`src/rtl/dinorun_pkg.sv`:
```
// Shared types and defaults for the dinorun game logic.
// Holds the obstacle scheduler state encoding and its spawn-threshold rule.
package dinorun_pkg;

    typedef enum logic [1:0] {
        SCHED_IDLE     = 2'd0,
        SCHED_COOLDOWN = 2'd1,
        SCHED_ARMED    = 2'd2,
        SCHED_GRANT    = 2'd3
    } sched_state_t;

    localparam int unsigned GAP_START_DEFAULT = 60;
    localparam int unsigned GAP_STEP_DEFAULT  = 6;
    localparam int unsigned GAP_FLOOR_DEFAULT = 24;

    localparam logic [2:0] LEVEL_MAX = 3'd7;

    // Spawn odds rise two sixteenths per level, capped at certainty.
    function automatic logic [4:0] spawn_threshold(input logic [2:0] level);
        logic [4:0] thr;
        thr = 5'd4 + {1'b0, level, 1'b0};
        return (thr > 5'd16) ? 5'd16 : thr;
    endfunction

endpackage

```
`src/rtl/obstacle_scheduler_rr_arbiter.sv`:
```
// Combinational round-robin pick: first request at or after the pointer, wrapping.
module rr_arbiter #(
    parameter int unsigned N     = 3,
    parameter int unsigned PTR_W = (N > 1) ? $clog2(N) : 1
) (
    input  logic [N-1:0]     req_i,
    input  logic [PTR_W-1:0] ptr_i,
    output logic [N-1:0]     gnt_o,
    output logic             valid_o
);

    always_comb begin
        // NOTE: every output gets a default before the search so no path leaves it unassigned (no latch).
        gnt_o   = '0;
        valid_o = 1'b0;
        for (int off = 0; off < int'(N); off++) begin
            for (int i = 0; i < int'(N); i++) begin
                if (!valid_o && req_i[i] && (((int'(ptr_i) + off) % int'(N)) == i)) begin
                    gnt_o[i] = 1'b1;
                    valid_o  = 1'b1;
                end
            end
        end
    end

endmodule

```
`src/rtl/obstacle_scheduler.sv`:
```
// Obstacle spawn scheduler: frame-gap cooldown, level ramp and round-robin slot grant.
// Emits a one-cycle one-hot spawn pulse to the chosen obstacle slot.
module obstacle_scheduler
    import dinorun_pkg::*;
#(
    parameter int unsigned           NUM_SLOTS  = 3,
    parameter logic [NUM_SLOTS-1:0]  BIRD_MASK  = 3'b011,
    parameter int unsigned           BIRD_LEVEL = 1,
    parameter int unsigned           GAP_START  = GAP_START_DEFAULT,
    parameter int unsigned           GAP_STEP   = GAP_STEP_DEFAULT,
    parameter int unsigned           GAP_FLOOR  = GAP_FLOOR_DEFAULT,
    parameter int unsigned           GAP_W      = 8
) (
    input  logic                 clk_i,
    input  logic                 rst_ni,
    input  logic                 frame_i,
    input  logic                 run_i,
    input  logic                 clear_i,
    input  logic [15:0]          rand_i,
    input  logic                 level_up_i,
    input  logic [NUM_SLOTS-1:0] busy_i,
    output logic [NUM_SLOTS-1:0] spawn_o,
    output logic [2:0]           level_o,
    output logic [GAP_W-1:0]     gap_o
);

    localparam int unsigned PTR_W  = (NUM_SLOTS > 1) ? $clog2(NUM_SLOTS) : 1;
    localparam int unsigned CALC_W = GAP_W + 4;

    sched_state_t         state_q, state_d;
    logic [2:0]           level_q, level_d;
    logic [GAP_W-1:0]     cnt_q, cnt_d;
    logic [PTR_W-1:0]     rr_q, rr_d;
    logic [PTR_W-1:0]     slot_q, slot_d;
    logic [NUM_SLOTS-1:0] spawn_q, spawn_d;

    logic [CALC_W-1:0]    gap_prod, gap_calc;
    logic [4:0]           thr;
    logic                 attempt_ok;
    logic [GAP_W-1:0]     jitter;
    logic                 bird_ok;
    logic [NUM_SLOTS-1:0] eligible;
    logic [NUM_SLOTS-1:0] arb_gnt;
    logic                 arb_valid;
    logic [PTR_W-1:0]     gnt_idx;
    logic                 unused_rand;

    // Subtract only when the result stays above the floor, so it never wraps.
    always_comb begin
        gap_prod = CALC_W'(level_q) * CALC_W'(GAP_STEP);
        if (gap_prod + CALC_W'(GAP_FLOOR) >= CALC_W'(GAP_START)) begin
            gap_calc = CALC_W'(GAP_FLOOR);
        end else begin
            gap_calc = CALC_W'(GAP_START) - gap_prod;
        end
    end

    assign gap_o       = GAP_W'(gap_calc);
    assign thr         = spawn_threshold(level_q);
    assign attempt_ok  = ({1'b0, rand_i[3:0]} < thr);
    assign jitter      = GAP_W'(rand_i[7:4]);
    assign bird_ok     = (32'(level_q) >= BIRD_LEVEL);
    assign eligible    = ~busy_i & (~BIRD_MASK | {NUM_SLOTS{bird_ok}});
    assign unused_rand = ^rand_i[15:8];

    rr_arbiter #(
        .N     (NUM_SLOTS),
        .PTR_W (PTR_W)
    ) u_rr_arbiter (
        .req_i   (eligible),
        .ptr_i   (rr_q),
        .gnt_o   (arb_gnt),
        .valid_o (arb_valid)
    );

    always_comb begin
        gnt_idx = '0;
        for (int i = 0; i < int'(NUM_SLOTS); i++) begin
            if (arb_gnt[i]) gnt_idx = PTR_W'(i);
        end
    end

    always_comb begin
        state_d = state_q;
        level_d = level_q;
        cnt_d   = cnt_q;
        rr_d    = rr_q;
        slot_d  = slot_q;
        spawn_d = spawn_q;
        if (clear_i) begin
            state_d = SCHED_IDLE;
            level_d = '0;
            cnt_d   = '0;
            rr_d    = '0;
            slot_d  = '0;
            spawn_d = '0;
        end else if (run_i) begin
            spawn_d = '0;
            if (level_up_i && level_q != LEVEL_MAX) level_d = level_q + 3'd1;
            case (state_q)
                SCHED_IDLE: begin
                    cnt_d   = gap_o;
                    state_d = SCHED_COOLDOWN;
                end
                SCHED_COOLDOWN: begin
                    if (frame_i) begin
                        if (cnt_q <= GAP_W'(1)) state_d = SCHED_ARMED;
                        else                    cnt_d   = cnt_q - GAP_W'(1);
                    end
                end
                SCHED_ARMED: begin
                    if (frame_i && attempt_ok && arb_valid) begin
                        slot_d  = gnt_idx;
                        spawn_d = arb_gnt;
                        state_d = SCHED_GRANT;
                    end
                end
                SCHED_GRANT: begin
                    rr_d    = (slot_q == PTR_W'(NUM_SLOTS - 1)) ? '0 : slot_q + PTR_W'(1);
                    cnt_d   = gap_o + jitter;
                    state_d = SCHED_COOLDOWN;
                end
                default: state_d = SCHED_IDLE;
            endcase
        end
    end

    // NOTE: state registers use non-blocking assignments so every flop samples pre-edge values.
    always_ff @(posedge clk_i or negedge rst_ni) begin
        if (!rst_ni) begin
            state_q <= SCHED_IDLE;
            level_q <= '0;
            cnt_q   <= '0;
            rr_q    <= '0;
            slot_q  <= '0;
            spawn_q <= '0;
        end else begin
            state_q <= state_d;
            level_q <= level_d;
            cnt_q   <= cnt_d;
            rr_q    <= rr_d;
            slot_q  <= slot_d;
            spawn_q <= spawn_d;
        end
    end

    // A frozen GRANT keeps its pulse pending until the game resumes.
    assign spawn_o = spawn_q & {NUM_SLOTS{run_i}};
    assign level_o = level_q;

endmodule

```
`config.mk`:
```
export PLATFORM = sky130hd
export DESIGN_NAME = obstacle_scheduler
export DESIGN_NICKNAME = d
export VERILOG_FILES = /design/src/rtl/dinorun_pkg.sv /design/src/rtl/obstacle_scheduler_rr_arbiter.sv /design/src/rtl/obstacle_scheduler.sv
export SDC_FILE = /design/constraint.sdc
export NUM_CORES = 1
export LEC_CHECK = 0
export CAP_MARGIN = 20
export CORE_MARGIN = 3
export CORE_UTILIZATION = 35
export CTS_BUF_LIST = sky130_fd_sc_hd__clkbuf_4 sky130_fd_sc_hd__clkbuf_8
export DETAILED_ROUTE_END_ITERATION = 10
export PLACE_DENSITY_LB_ADDON = 0.3
export SLEW_MARGIN = 30
export SYNTH_ARGS = -nofsm -noshare
export SYNTH_HDL_FRONTEND = slang
export SYNTH_SLANG_ARGS = --single-unit
```
`constraint.sdc`:
```
create_clock -name clk_i -period 4.14 [get_ports clk_i]
set_input_delay 0.621 -clock clk_i [delete_from_list [all_inputs] [get_ports clk_i]]
set_output_delay 0.621 -clock clk_i [all_outputs]
set_load 0.1 [all_outputs]
```
# After elaboration in Yosys (flattened, before gate mapping)
# Index checks and enable logic that the tools add are counted.
# W data, S select, Z words.
classes:
  addsub: 9
  mul: 1
  div: 3
  magnitude_cmp: 5
  n_eq_ne: 15
  mux: 47
  bitwise_logic: 3
  n_reduce_logical: 44
ops:
  columns: ["operator", "n"]
  rows:
  - ["$eq A32 B2 Y1 const B", 3]
  - ["$eq A32 B3 Y1 const B", 3]
  - ["$logic_not A32 Y1", 3]
  - ["$mod A32 B3 Y32 const B", 2]
  - ["$mux W8", 5]
  - ["$mod A3 B3 Y32 const B", 1]
  - ["$mux W2", 14]
  - ["$pmux W8 S3", 1]
  - ["$mux W3", 7]
  - ["$logic_and A1 B1 Y1", 20]
  - ["$mux W1", 18]
  - ["$ne A3 B3 Y1 const B", 5]
  - ["$reduce_bool A2 Y1", 5]
  - ["$add A8 B4 Y8", 1]
  - ["$le A8 B1 Y1 const B", 1]
  - ["$logic_not A1 Y1", 8]
  - ["$reduce_and A4 Y1", 2]
  - ["$sub A8 B1 Y8 const B", 1]
  - ["$add A6 B5 Y7 const B", 1]
  - ["$ge A7 B6 Y1 const B", 1]
  - ["$sub A6 B6 Y7 const A", 1]
  - ["$and A3 B3 Y3", 2]
  - ["$eq A2 B2 Y1 const B", 3]
  - ["$pmux W2 S3", 1]
  - ["17 further kinds", 18]
totals:
  ff_bits: 20
  in_bits: 25
  out_inout_bits: 14
  elab_cells: 133

# Depth between registers and ports, before layout
# Gate-level depths: netlist (run 1).
depth:
  ltp_word: 41
  ltp_mapped: 12

# Modules after synthesis
# From an unflattened synthesis (run 1), not the netlist that was laid out.
hier_totals:
  cells_unflattened: 231
  area_unflattened_um2: 1965.6
modules_own_cells:
  columns: ["mod", "instances", "cells_per_inst", "area_each_um2"]
  rows:
  - ["obstacle_scheduler", 1, 214, 1833.0]
  - ["rr_arbiter", 1, 17, 132.6]

# Worst setup path after synthesis (run 1)
# OpenSTA, ideal clock, no wires.
synth_path:
  kind: "flip-flop to flip-flop"
  from: "reg level_q[1] (netlist: level_o[1])"
  to: "reg cnt_q[4]"
  setup_time_ns: 0.137
  arrival_ns: 4.731
  path_slack_ns: -0.728
  path_stages_with_launch: 12
  path_buffers: 0
  period_less_slack_ns: 4.868
  path_cell_list: "dfrtp_1 -> ha_1 -> fa_1 -> nor2_1 -> a31oi_1 -> nor2_1 -> ha_1 -> a21o_1 -> a21oi_1 -> xnor2_1 -> a21oi_1 -> nor3_2"
synth_via:
  elab_chain_len: 8
synth_rtl:
  columns: ["item", "line_no", "source"]
  rows:
  - ["start, declared", "obstacle_scheduler.sv:31", "logic [2:0] level_q, level_d;"]
  - ["start signal, assigned", "obstacle_scheduler.sv:139", "level_q <= level_d;"]
  - ["$mul A3 B2 Y5 *", "obstacle_scheduler.sv:50", "gap_prod = CALC_W'(level_q) * CALC_W'(GAP_STEP);"]
  - ["$add A6 B5 Y7", "obstacle_scheduler.sv:51", "if (gap_prod + CALC_W'(GAP_FLOOR) >= CALC_W'(GAP_START)) begin"]
  - ["$ge A7 B6 Y1", "obstacle_scheduler.sv:51", null]
  - ["$mux W8 *", "obstacle_scheduler.sv:51", null]
  - ["via gap_o[2]", "obstacle_scheduler.sv:24", "output logic [GAP_W-1:0] gap_o"]
  - ["$add A8 B4 Y8 *", "obstacle_scheduler.sv:120", "cnt_d = gap_o + jitter;"]
  - ["$pmux W8 S3 *", "obstacle_scheduler.sv:100", "case (state_q)"]
  - ["$mux W8 *", "obstacle_scheduler.sv:97", "end else if (run_i) begin"]
  - ["$mux W8 *", "obstacle_scheduler.sv:90", "if (clear_i) begin"]
  - ["end signal, assigned", "obstacle_scheduler.sv:140", "cnt_q <= cnt_d;"]
  - ["end, declared", "obstacle_scheduler.sv:32", "logic [GAP_W-1:0] cnt_q, cnt_d;"]
# The timed path passes the listed nets; every way through them passes the cells marked *. The select of a mux whose other input is x is not followed.
# A chain may end at the register's enable or synchronous reset.

# Worst setup path in the final report (run 1)
layout_path:
  from: "reg level_q[1] (netlist: level_o[1])"
  to: "reg cnt_q[5]"
layout_via:
  elab_chain_len: 8
layout_rtl:
  columns: ["item", "line_no"]
  rows:
  - ["$mul A3 B2 Y5 *", "obstacle_scheduler.sv:50"]
  - ["$add A6 B5 Y7", "obstacle_scheduler.sv:51"]
  - ["$ge A7 B6 Y1", "obstacle_scheduler.sv:51"]
  - ["$mux W8 *", "obstacle_scheduler.sv:51"]
  - ["$add A8 B4 Y8", "obstacle_scheduler.sv:120"]
  - ["$pmux W8 S3 *", "obstacle_scheduler.sv:100"]
  - ["$mux W8 *", "obstacle_scheduler.sv:97"]
  - ["$mux W8 *", "obstacle_scheduler.sv:90"]
# Every way passes the cells marked *; elsewhere a longest branch is shown, timed or not. The select of a mux whose other input is x is not followed.

==> results of run 1 <==
## power breakdown
part / internal [mW] / leakage [nW] / switching (mW)
clock: 0.0850 / 0.0288 / 0.0762
combinational: 0.0971 / 0.646 / 0.176
sequential: 0.208 / 0.273 / 0.0180
## registers in the layout, indices dropped and copies added, names as in the netlist
name     count
spawn_q      3
level_o      3
state_q      2
slot_q       2
cnt_q        8
rr_q         2
## per-layer routing
| metal | GRT usage, % | share of wire (%) | vias up |
|---|---|---|---|
| met1 | 20.8 | 51 | 760 |
| li1 | - | - | 797 |
| met3 | 2.52 | 3.0 | 4 |
| met2 | 24.0 | 45 | 24 |
| met4 | 2.80 | 0.83 | 0 |
| met5 | 0 | 0 | - |
## how the worst min path moves through the flow
stage                             to  slack [ps]  cells past startpoint
after global placement    spawn_q[1]         520                      2
after CTS                   cnt_q[2]         320                      1
after detailed placement  spawn_q[0]         530                      2
final                       cnt_q[2]         310                      1
after floorplan             cnt_q[0]         330                      0
after global routing        cnt_q[2]         330                      1
## worst max-delay path, delay by kind of cell (launching register included)
kind,cells,cell delay (ps)
adders and majority gates,4,1330
AOI/OAI and AO/OA,5,1290
DFF,1,530
xor gates and xnor gates,1,190
and+or+nand+nor,2,160
## layout by cell type, fill, tap and decap left out, types with 5 or more instances in the layout
| cell type | count |
|---|---|
| nor2_1 | 25 |
| ha_1 | 23 |
| dfrtp_1 | 20 |
| a21oi_1 | 19 |
| clkdlybuf4s50_1 | 17 |
| inv_1 | 13 |
| nand2_1 | 13 |
| buf_4 | 8 |
| xnor2_1 | 5 |
| o21ai_0 | 5 |
| nand2b_1 | 5 |
| xor2_1 | 5 |
## kinds of logic after synthesis
family                     synth area share (%)
other                                     0.203
and+or+nand+nor                            20.1
DFF                                        27.1
AOI/OAI and AO/OA                          22.1
buffers and inverters                      5.76
xor gates and xnor gates                   4.75
muxes                                      2.17
adders and majority gates                  17.8
## through the flow
step,hold slack (ps),utilization (%)
6_report,306,44.6
5_1_grt,330,44.6
4_1_cts,322,44.6
3_5_place_dp,528,43.5
3_3_place_gp,523,43.6
2_1_floorplan,325,-
## layout make-up
type                            instances  area [sq um]  share of cell area (%)
Sequential cell                        20           500                    22.8
Clock buffer                            4          55.1                    2.51
Tap cell                               67          83.8                    3.83
Timing Repair Buffer                   26           235                    10.7
Multi-Input combinational cell        173          1260                    57.7
Inverter                               14          52.6                    2.40
==> flow_metrics.tcl, run 1 <==
set metrics [dict create \
    worst_slew_pin_slew_ps 967 \
    fillers 504 \
    initial_core_util_pct 37.6 \
    critPathSlowestCell "a31oi_1" \
    arrival_ps 3770 \
    drive_above_1_share_pct 11.0 \
    slew_headroom_pct 35.3 \
    syn_area_sq_um 1850 \
    worstSkewPairLatency_ps 270 \
    nets 288 \
    synthCells 214 \
    hold_class "input pin to async pin" \
    die_height_um 78.6 \
    rr_endpoint "cnt_q[5]" \
    total_power_mw 0.660 \
    end_kind "flop" \
    layout_min_cycle_time_ps 3590 \
    powerDensity_nw_per_um2 301 \
    rows 25 \
    drv_slew 0 \
    worstReg2RegStart "level_o[1]" \
    tns_ps 0 \
    drc 0 \
    fin_area_sq_um 2190 \
    cts_tree "done" \
    postCtsHoldBufs 0 \
    synth_top_cell_area_share_pct 27.1 \
    cts.sinks 20 \
    grt_first_pass_wirelength_mm 7.48 \
    routed_wl_mm 4.23 \
    insertedDiodeCount 0 \
    syn_area_per_cell_sq_um 8.62 \
    yosysTopAreaCell "dfrtp_1" \
    routed_via_density 5.21 \
    setup_slack_ps 550 \
    grtUsageTotal_pct 14.8 \
    grt_start_max_net_pins 22 \
    die-area_sq_um 6180 \
    netlist_top_cells_area "dfrtp_1, ha_1, nor2_1" \
    hold_viol 0 \
    max_freq_mhz 279 \
    cts_setup_buffers 0 \
    dp_cells 300 \
    p_leak_nw 0.947 \
    critPathLaunch "level_o[1]" \
    yosys-top-cells-count "nor2_1, ha_1, dfrtp_1" \
    async_flop_share_pct 100 \
    ir_worst_vdd_uv 177 \
    placed_area_sq_um 2140 \
    io_pins 39 \
    cp-start-kind "flop" \
    htree_levels 1 \
    rsz0062_at_grt "no" \
    grt_pass1_vias 1542 \
    ys_types 52 \
    ys_ff_latch 20 \
    ant_nets 0 \
    drtPass1Iterations 4 \
    setup_viol 0 \
    routabilityCongestion 0.864 \
    finalCritPeriodShare_pct 86.7 \
    worstSetupPathType "flop to flop" \
    portBuffers 26 \
    yosysMostFrequentCell "nor2_1" \
    core-area_sq_um 4910 \
    endpoint "cnt_q[5]" \
    status "completed" \
    crit_fanout 12 \
    r2r_cells 12 \
    vias 1585 \
    grt-ovfl-total 0 \
    cts_root_buf "clkbuf_8" \
    numCtsBuffers 3 \
    cts.path.max_buffers 2 \
    clock_skew_ps 9.58 \
    worstPathCellList "ha_1 > fa_1 > xnor2_1 > a31oi_1 > nor2_4 > ha_1 > fa_1 > a21oi_1 > nor2_1 > o21ai_0 > o2111ai_1 > a211oi_2" \
    synth-seq-area-share_pct 27.1 \
    fp.dieW_um 78.6 \
    finalNonFillerCells 304 \
    synth_edf_count 0 \
    dp_slack_ps 532 \
    ctsResizeCount 0 \
    r2r_setup_slack_ps 550 \
    critical_path_required_ps 4320 \
    yosys_most_used_dff "dfrtp_1" \
    cpPeakStageDelay_ps 540 \
    wl_per_cell_um 13.9 \
    ys_warn_count 0 \
    areaGrowthSynthToFinish_pct 18.7 \
    drt_iter0_drc 42 \
    drv_cap 0 \
    dp_hpwl_mm 3.09 \
    grt_antenna_before_repair 0 \
    path_clk_slew_ps 90 \
]
(Power assumes the default switching activity.)
==> inputs of run 2 (changes only) <==
- CORE_UTILIZATION: 35 -> 53
- CTS_CLUSTER_DIAMETER: not set -> 80
- GPL_ROUTABILITY_DRIVEN: not set -> 0
==> flow_metrics.tcl, run 2 (synthesis gave the netlist of run 1 again) <==
set metrics [dict create \
    cts_tree "done" \
    top_register "cnt_q" \
    cp-start-kind "flop" \
    path_clk_slew_ps 140 \
    cpPeakStageDelay_ps 550 \
    grt_start_max_net_pins 22 \
    drive_above_1_share_pct 11.0 \
    routed_via_density 5.72 \
    finalNonFillerCells 281 \
    total_power_mw 0.667 \
    ir_worst_vdd_uv 152 \
    fin_area_sq_um 2160 \
    drv_slew 0 \
    worst_hold_slack_ps 224 \
    cp.depth 12 \
    die-area_sq_um 4230 \
    postCtsHoldBufs 0 \
    drt_iter0_drc 82 \
    grtUsageTotal_pct 21.8 \
    cts_root_buf "clkbuf_4" \
    tns_ps 0 \
    critical_path_required_ps 4380 \
    drc 0 \
    status "completed" \
    setup_slack_ps 643 \
    grt_first_pass_wirelength_mm 7.27 \
    grt_pass1_vias 1563 \
    worstSkewPairLatency_ps 330 \
    dp_slack_ps 638 \
    insertedDiodeCount 0 \
    numCtsBuffers 3 \
    cts_setup_buffers 0 \
    max_freq_mhz 286 \
    crit_family "adder cells" \
    slew_headroom_pct 35.0 \
    r2r_setup_slack_ps 640 \
    worst_slew_pin_slew_ps 972 \
    worstSetupPathType "flop to flop" \
    crit_fanout 12 \
    wl_per_cell_um 14.7 \
    portBuffers 26 \
    io_pins 39 \
    cts.path.max_buffers 2 \
    grt_antenna_before_repair 0 \
    fin_util_pct 68.0 \
    hold_class "input pin to async pin" \
    critPathSlowestCell "dfrtp_1" \
    htree_levels 1 \
    p_leak_nw 0.946 \
    end_kind "flop" \
    rsz0062_at_grt "no" \
    ctsResizeCount 0 \
    hold_viol 0 \
    rows 20 \
    core-area_sq_um 3180 \
    ant_nets 0 \
    r2r_cells 12 \
    die_height_um 65.0 \
    dp_cells 277 \
    worstPathCellList "ha_1 > fa_1 > xnor2_1 > a31oi_1 > nor2_4 > ha_1 > fa_1 > a21oi_1 > nor2_1 > o21ai_0 > o2111ai_1 > a211oi_2" \
    drtPass1Iterations 4 \
    fillers 269 \
    drv_cap 0 \
    critPathBufInv 0 \
    layout_min_cycle_time_ps 3500 \
    final_common_cell "nor2_1" \
    nets 288 \
    arrival_ps 3740 \
    finalCritPeriodShare_pct 84.5 \
    vias 1608 \
    powerDensity_nw_per_um2 309 \
    fp.dieW_um 65.0 \
    routed_wl_mm 4.12 \
    mostFrequentLayoutCells "nor2_1, ha_1, dfrtp_1" \
    clock_skew_ps 14.8 \
    largest_reg_flops 8 \
    cts.sinks 20 \
    placed_area_sq_um 2110 \
    dp_hpwl_mm 2.99 \
    initial_core_util_pct 58.1 \
    areaGrowthSynthToFinish_pct 17.0 \
    setup_viol 0 \
    grt-ovfl-total 0 \
]
[run 2: cell types whose count changed in the layout (fill, tap and decap cells not counted), sizes merged]
cell,delta
bufinv,+1
clkbuf,-1
[run 2: cell type report]
type | instances | area, sq um | share of cell area [%]
sequential | 20 | 500 | 23.2
tap | 44 | 55.1 | 2.55
multi-input combinational | 173 | 1260 | 58.5
inverter | 14 | 52.6 | 2.43
clock inverter | 1 | 30.0 | 1.39
timing repair buffer | 26 | 235 | 10.9
clock buffer | 3 | 22.5 | 1.04
[run 2: worst paths after layout]
kind                       startpoint    endpoint
max                        level_o[1]    cnt_q[5]
min                            rst_ni    cnt_q[4]
max reg2reg                level_o[1]    cnt_q[5]
min reg2reg                spawn_q[0]  spawn_q[0]
max in group asynchronous      rst_ni  state_q[1]
min in group clk_i         spawn_q[0]  spawn_q[0]
[run 2: power breakdown]
| part | total [mW] | switching (mW) | internal, mW |
|---|---|---|---|
| sequential | 0.226 | 0.0187 | 0.208 |
| combinational | 0.272 | 0.175 | 0.0971 |
| clock | 0.169 | 0.0710 | 0.0980 |
| total | 0.667 | 0.264 | 0.403 |
[run 2: routing by layer]
| metal | up-vias | share of wire, % | global-route usage, % |
|---|---|---|---|
| met3 | 5 | 4.4 | 4.68 |
| li1 | 797 | - | - |
| met4 | 0 | 0.95 | 6.99 |
| met2 | 36 | 47 | 35.4 |
| met5 | - | 0 | 0 |
| met1 | 770 | 47 | 28.8 |
==> inputs of run 3 (changes only) <==
- CORE_UTILIZATION: 53 -> 48
- clock period: 4.14 -> 3 ns (I/O delays scaled with it)
==> flow_metrics.tcl, run 3 (synthesis gave the netlist of run 1 again) <==
set metrics [dict create \
    grtUsageTotal_pct 20.1 \
    fp.dieW_um 68.0 \
    swShare_pct 40.2 \
    routed_wl_mm 4.26 \
    hold_viol 0 \
    status "completed" \
    critPathSlowestCell "fa_2" \
    worstSetupPathType "flop to flop" \
    htree_levels 1 \
    grt_pass1_vias 1524 \
    nets 298 \
    crit_fanout 5 \
    path_clk_slew_ps 80 \
    insertedDiodeCount 0 \
    grt_start_max_net_pins 22 \
    areaGrowthSynthToFinish_pct 30.6 \
    grt_first_pass_wirelength_mm 7.13 \
    die_height_um 68.0 \
    routed_via_density 5.56 \
    cpPeakStageDelay_ps 580 \
    clockPowerShare_pct 20.6 \
    drc 0 \
    rr_endpoint "cnt_q[5]" \
    cts_tree "done" \
    drtPass1Iterations 4 \
    end_kind "flop" \
    largest_reg_flops 8 \
    crit_family "adder cells" \
    top_register "cnt_q" \
    cts.path.max_buffers 2 \
    drt_iter0_drc 77 \
    worst_slew_pin_slew_ps 823 \
    cts.sinks 20 \
    drv_cap 0 \
    final_common_cell "nor2_1" \
    r2r_cells 12 \
    cts_root_buf "clkbuf_8" \
    clock_skew_ps 3.98 \
    max_freq_mhz 337 \
    worstPathCellList "ha_4 > fa_2 > nor2_4 > a31oi_4 > nor2_4 > ha_4 > fa_2 > a21oi_2 > nor2_1 > o21ai_1 > o2111ai_1 > a211oi_2" \
    tns_ps 0 \
    ant_nets 0 \
    hold_class "input pin to async pin" \
    grt-ovfl-total 0 \
    r2r_setup_slack_ps 40 \
    worstSkewPairLatency_ps 260 \
    wl_per_cell_um 14.5 \
    rows 21 \
    vias 1628 \
    drv_slew 0 \
    total_power_mw 0.931 \
    cellInternalPower_mw 0.557 \
    initial_core_util_pct 52.4 \
    arrival_ps 3120 \
    postCtsHoldBufs 0 \
    dp_slack_ps 18.3 \
    layout_min_cycle_time_ps 2960 \
    core-area_sq_um 3520 \
    finalCritPeriodShare_pct 98.8 \
    rsz0062_at_grt "yes" \
    multi_input_area_sq_um 1370 \
    ir_worst_vdd_uv 331 \
    finalNonFillerCells 293 \
    io_pins 39 \
    setup_viol 0 \
    worstReg2RegStart "level_o[1]" \
    mostFrequentLayoutCells "nor2_1, ha_1, a21oi_1, dfrtp_1, buf_4" \
    p_leak_nw 1.03 \
    combPwrFrac_pct 46.1 \
    die-area_sq_um 4620 \
    fin_util_pct 68.4 \
    critical_path_required_ps 3160 \
    fillers 292 \
    slew_headroom_pct 45.0 \
    p_switching_mw 0.374 \
    dp_hpwl_mm 3.26 \
    critPathBufInv 0 \
    powerDensity_nw_per_um2 386 \
    cp-start-kind "flop" \
    grt_antenna_before_repair 0 \
    seqPwrFrac_pct 33.3 \
    seqCellArea_sq_um 512 \
    numCtsBuffers 3 \
    setup_slack_ps 36.9 \
    drive_above_1_share_pct 22.3 \
    portBuffers 26 \
    dp_cells 285 \
]
## run 3: changes by cell type in the layout (fill, tap and decap cells not counted), sizes merged
cell           previous run  this run
buf                       9        22
bufinv                    1         0
clkbuf                    3         4
clkdlybuf4s50            17        14
## run 3: area by class of cell
class	count	area share, %
clock buffer	4	2.02
inverter	14	2.18
multi-input combinational	173	56.9
sequential	20	21.2
tap	46	2.39
timing repair buffer	36	15.3
## run 3: how the worst max path moves through the flow
stage                     from        to  slack (ps)  depth (start not counted)
finish              level_o[1]  cnt_q[5]          40                         12
global route        level_o[1]  cnt_q[5]         -90                         12
CTS                 level_o[1]  cnt_q[5]           2                         12
detailed placement  level_o[1]  cnt_q[5]          20                         12
global placement    level_o[1]  cnt_q[5]          70                         12
floorplan           level_o[1]  cnt_q[6]        -250                         11
## run 3: power by group through the flow
stage | combinational, mW | clock (mW) | sequential (mW)
floorplan | 0.302 | 0 | 0.326
detailed placement | 0.423 | 0 | 0.315
global placement | 0.415 | 0 | 0.313
finish | 0.429 | 0.192 | 0.310
global route | 0.468 | 0.208 | 0.312
CTS | 0.425 | 0.195 | 0.310
## run 3: per-stage QoR
stage,area [sq um],hold slack [ps]
2_1_floorplan,1970,154
3_3_place_gp,2320,522
3_5_place_dp,2320,530
4_1_cts,2370,542
6_report,2410,140
5_1_grt,2410,154
## run 3: per-layer routing
| metal | track usage (%) | wire (um) |
|---|---|---|
| met1 | 26.0 | 1990 |
| met2 | 36.2 | 2080 |
| met3 | 1.64 | 124 |
| met4 | 4.22 | 67 |
| met5 | 0 | 0 |
## run 3: repair_timing
action | 4_1_cts | 5_1_grt
resized for setup | 0 | 4
setup buffers | 0 | 4
endpoints found under the setup margin | 0 | 3
